[src/rtl/led_shift_sequencer.sv]
// Step-tick prescaler plus mode FSM that animates an LED pattern register.
// Switch inputs are resynchronized; mode and pattern only advance on a tick.
module led_shift_sequencer #(
  parameter int DIV   = 50_000_000,
  parameter int WIDTH = 8
) (
  input  logic             clk,
  input  logic             rst,
  input  logic [1:0]       mode_sw,
  input  logic             pause_sw,
  output logic [WIDTH-1:0] led,
  output logic             tick,
  output logic [1:0]       cur_mode,
  output logic             dir
);

  localparam int CW = (DIV > 1) ? $clog2(DIV) : 1;
  localparam logic [CW-1:0] LAST = CW'(DIV - 1);

  typedef enum logic [1:0] {
    JOHN_L = 2'b00,
    JOHN_R = 2'b01,
    BOUNCE = 2'b10,
    HOLD   = 2'b11
  } mode_e;

  logic [CW-1:0]    div_cnt_q, div_cnt_d;
  logic             tick_q, tick_d;
  logic [1:0]       mode_s1_q, mode_s_q;
  logic             pause_s1_q, pause_s_q;
  mode_e            mode_q, mode_d;
  logic [WIDTH-1:0] led_q, led_d;
  logic             dir_q, dir_d;

  // Prescaler runs independently of mode and pause.
  always_comb begin
    div_cnt_d = (div_cnt_q == LAST) ? '0 : div_cnt_q + CW'(1);
    tick_d    = (div_cnt_q == LAST);
  end

  always_ff @(posedge clk) begin
    if (rst) begin
      div_cnt_q  <= '0;
      tick_q     <= 1'b0;
      mode_s1_q  <= 2'b00;
      mode_s_q   <= 2'b00;
      pause_s1_q <= 1'b0;
      pause_s_q  <= 1'b0;
    end else begin
      div_cnt_q  <= div_cnt_d;
      tick_q     <= tick_d;
      mode_s1_q  <= mode_sw;
      mode_s_q   <= mode_s1_q;
      pause_s1_q <= pause_sw;
      pause_s_q  <= pause_s1_q;
    end
  end

  // FSM state register
  always_ff @(posedge clk) begin
    if (rst) begin
      mode_q <= JOHN_L;
      led_q  <= '0;
      dir_q  <= 1'b0;
    end else begin
      mode_q <= mode_d;
      led_q  <= led_d;
      dir_q  <= dir_d;
    end
  end

  // Next state: the freshly synchronized mode is both latched and applied on a tick.
  always_comb begin
    mode_d = mode_q;
    led_d  = led_q;
    dir_d  = dir_q;
    if (tick_q) begin
      mode_d = mode_e'(mode_s_q);
      if (!pause_s_q) begin
        case (mode_e'(mode_s_q))
          JOHN_L: led_d = {led_q[WIDTH-2:0], ~led_q[WIDTH-1]};
          JOHN_R: led_d = {~led_q[0], led_q[WIDTH-1:1]};
          BOUNCE: begin
            if (!$onehot(led_q)) begin
              led_d = WIDTH'(1);
              dir_d = 1'b0;
            end else if (!dir_q && led_q[WIDTH-1]) begin
              led_d = led_q >> 1;
              dir_d = 1'b1;
            end else if (dir_q && led_q[0]) begin
              led_d = led_q << 1;
              dir_d = 1'b0;
            end else if (dir_q) begin
              led_d = led_q >> 1;
            end else begin
              led_d = led_q << 1;
            end
          end
          HOLD: led_d = led_q;
          default: led_d = led_q;
        endcase
      end
    end
  end

  // Outputs are the registered state directly.
  always_comb begin
    led      = led_q;
    tick     = tick_q;
    cur_mode = mode_q;
    dir      = dir_q;
  end

endmodule

[config.mk]
export PLATFORM = sky130hd
export DESIGN_NAME = led_shift_sequencer
export DESIGN_NICKNAME = d
export VERILOG_FILES = /design/src/rtl/led_shift_sequencer.sv
export SDC_FILE = /design/constraint.sdc
export NUM_CORES = 1
export LEC_CHECK = 0
export ABC_AREA = 0
export BUFFER_PORTS_ARGS = -buffer_cell sky130_fd_sc_hd__buf_2
export CAP_MARGIN = 25
export CORE_MARGIN = 5
export CORE_UTILIZATION = 64
export CTS_CLUSTER_DIAMETER = 80
export DETAILED_ROUTE_END_ITERATION = 6
export PLACE_DENSITY_LB_ADDON = 0.08
export SYNTH_ARGS = -nofsm -noshare
export SYNTH_HDL_FRONTEND = slang
export SYNTH_SLANG_ARGS = --single-unit
[constraint.sdc]
create_clock -name clk -period 6.2 [get_ports clk]
set_input_delay 1.24 -clock clk [delete_from_list [all_inputs] [get_ports clk]]
set_output_delay 1.24 -clock clk [all_outputs]
set_load 0.01 [all_outputs]
==> results.toml <==
[outcome]
status = "completed"

[setup_path]
critPathKind = "reg -> reg"
arrival_ps = 3940
reg2reg_depth = 12
cp-end-kind = "flip-flop"
start_kind = "flip-flop"
required_ps = 6480
path_max_fanout = 8

[clock_network]
numClockSinks = 44
path_clk_slew_ps = 140
cts_tree = "done"
clock_latency_ps = 360
cts-buffers-inserted = 5
cts_resized = 0
cts-root-buf = "clkbuf_4"
h-tree-depth = 2
clk_path_buf_depth = 2
hold_buffers = 0
post_cts_buffers = 0

[sta]
relSlewSlack_pct = 43.16
period_share_pct = 58.95
whs_ps = 446.6
finalHoldViolCount = 0
grt_setup_unrepaired = "false"
worst_slack_ps = 2545
clock.fmax_mhz = 273.6
period_needed_ps = 3655
tns_ps = 0
finalMaxSlewViolations = 0
finalClockSkew_ps = 16.35
worstMarginPinSlew_ps = 852.5
setup_viol = 0

[placement]
globalplace.congestion = 0.8419
placed_cells = 328
hpwl_mm = 3.445
pre_cts_ws_ps = 2643
port-buffer-count = 16

[route]
wl_per_cell_um = 14.40
drtAntennaViolNets = 0
drcViolationCount = 0
wirelength_mm = 4.840
drt-initial-drc-count = 134
vias_per_cell = 6.009
vias = 2019
drt_pre_antenna_iters = 4

[floorplanning]
die_h_um = 70.01
die_area_sq_um = 4901
core_area_sq_um = 3416
pin_count = 17
fp.dieW_um = 70.01
start_util_pct = 67.47
num_rows = 21

[synthesis]
synth_top_cell_by_area = "dfxtp_1"
synth_nets = 292
avgSynthCellArea_sq_um = 8.350
synth-seq-cells = 44
ys.warnings.count = 0
ys_seq_area_share_pct = 38.22
synth_area_sq_um = 2305
synth_top_area_share_pct = 38.22
synth_cell_types = 44
synth_area_leaders = "dfxtp_1 (38%), a21oi_1 (4.1%), ha_1 (3.8%)"
synthCells = 276

[cells_and_area]
fin_util_pct = 72.09
layout.cells.non_filler = 336
fillerInstances = 302
layout_common_cells = "dfxtp_1 (44), nor2_1 (23), nand2_1 (22), a21oi_1 (19), inv_1 (18)"
final_common_cell = "dfxtp_1"
diodes = 0
area_growth_pct = 6.840
post_route_cells_drive_above_1_share_pct = 10.69
fin_nets = 305

[global_route]
track_usage_pct = 21.02
grt_remaining_overflow = 0
grt_first_pass_wirelength_mm = 8.466
grt_max_degree = 27
grt_pass1_vias = 1918
antenna_found_initial = 0

[power]
leakagePower_nw = 0.8476
max-vdd-ir-drop_v = 0.0001786
power.density_nw_per_um2 = 180.8

[min_path]
hold_path_class = "reg -> reg"
holdPathStages = 1

[run]
drv_cap = 0
## power by group
group	internal (mW)	switching, mW
Sequential	0.286	0.00290
Clock	0.0450	0.0952
Combinational	0.00526	0.0106
Total	0.336	0.109
## registers in the layout, indices dropped and copies added (netlist names)
| signal | flops |
|---|---|
| led | 8 |
| dir | 1 |
| pause_s_q | 1 |
| mode_s_q | 2 |
| cur_mode | 2 |
| mode_s1_q | 2 |
| div_cnt_q | 26 |
| tick | 1 |
| pause_s1_q | 1 |
## metal layers
layer	vias to the layer above	GRT usage, %	part of all wire (%)	routed length, um
met5	-	0	0	0
met4	0	8.298	2.3	112
met3	11	4.878	4.5	220
met2	41	36.83	50	2430
met1	949	24.66	43	2076
li1	1018	-	-	-
## worst max-delay path, cell delays in order, from the launching register on
cell and delay (ps):
dfxtp_1 480, inv_1 120, fa_1 560, fa_1 430, fa_1 430, inv_1 70
ha_1 160, inv_1 60, fa_1 370, a211oi_1 220, mux2_2 260, nand4_1 180
o21ai_0 240
## final timing paths
kind | slack, ps | to | start
setup / recovery | 2550 | led[5]$_SDFFE_PP0P_ | led[0]$_SDFFE_PP0P_
hold / removal | 450 | pause_s_q$_SDFF_PP0_ | pause_s1_q$_SDFF_PP0_
setup reg to reg | 2550 | led[5]$_SDFFE_PP0P_ | led[0]$_SDFFE_PP0P_
hold reg to reg | 450 | pause_s_q$_SDFF_PP0_ | pause_s1_q$_SDFF_PP0_
## logic make-up (layout without fill, tap and decap cells)
family | Yosys count | in the layout | synth area share, %
and+or+nand+nor | 117 | 117 | 27.91
AOI/OAI and AO/OA | 60 | 60 | 15.85
DFF | 44 | 44 | 38.22
buffers and inverters | 29 | 43 | 4.831
xor gates and xnor gates | 12 | 12 | 4.560
adders and majority gates | 11 | 11 | 7.275
muxes | 3 | 3 | 1.357
## per-stage QoR
step	total power, mW	area (sq um)
2_1_floorplan	0.3063	2305
3_3_place_gp	0.3108	2399
6_report	0.4451	2462
3_5_place_dp	0.3114	2404
5_1_grt	0.4696	2462
4_1_cts	0.4524	2462
## area by class of cell
| cell class | count | area [sq um] | share of cell area (%) |
|---|---|---|---|
| flip-flops and latches | 44 | 880.8 | 35.77 |
| clock inverters | 3 | 21.27 | 0.8638 |
| clock buffers | 5 | 37.54 | 1.524 |
| well taps | 46 | 57.56 | 2.337 |
| multi-input cells | 203 | 1313 | 53.30 |
| repair buffers | 17 | 85.08 | 3.455 |
| inverters | 18 | 67.56 | 2.744 |
## cell usage after synthesis
cell,n
dfxtp_1,44
nor2_1,23
nand2_1,22
a21oi_1,19
inv_1,18
o21ai_0,17
nand3_1,13
clkbuf_1,9
nor2b_1,8
or3_1,8
ha_1,7
nand4_1,7
or4_1,7
xnor2_1,7
nor4_1,5
o31ai_1,5
xor2_1,5
a22oi_1,4
fa_1,4
nand2b_1,4
nor3_1,4
o22ai_1,4
a311oi_1,3
and3_1,3
and4_1,2
buf_2,2
mux2i_1,2
nand4_2,2
nor4b_1,2
o2111ai_1,2
a211o_1,1
a211oi_1,1
a31oi_1,1
a41o_1,1
and2_1,1
and3b_1,1
mux2_2,1
nand3b_1,1
nor3b_1,1
nor3b_2,1
o211ai_1,1
o41ai_1,1
or2_2,1
or3b_2,1
Note: power is estimated with default switching activity, not from simulation.
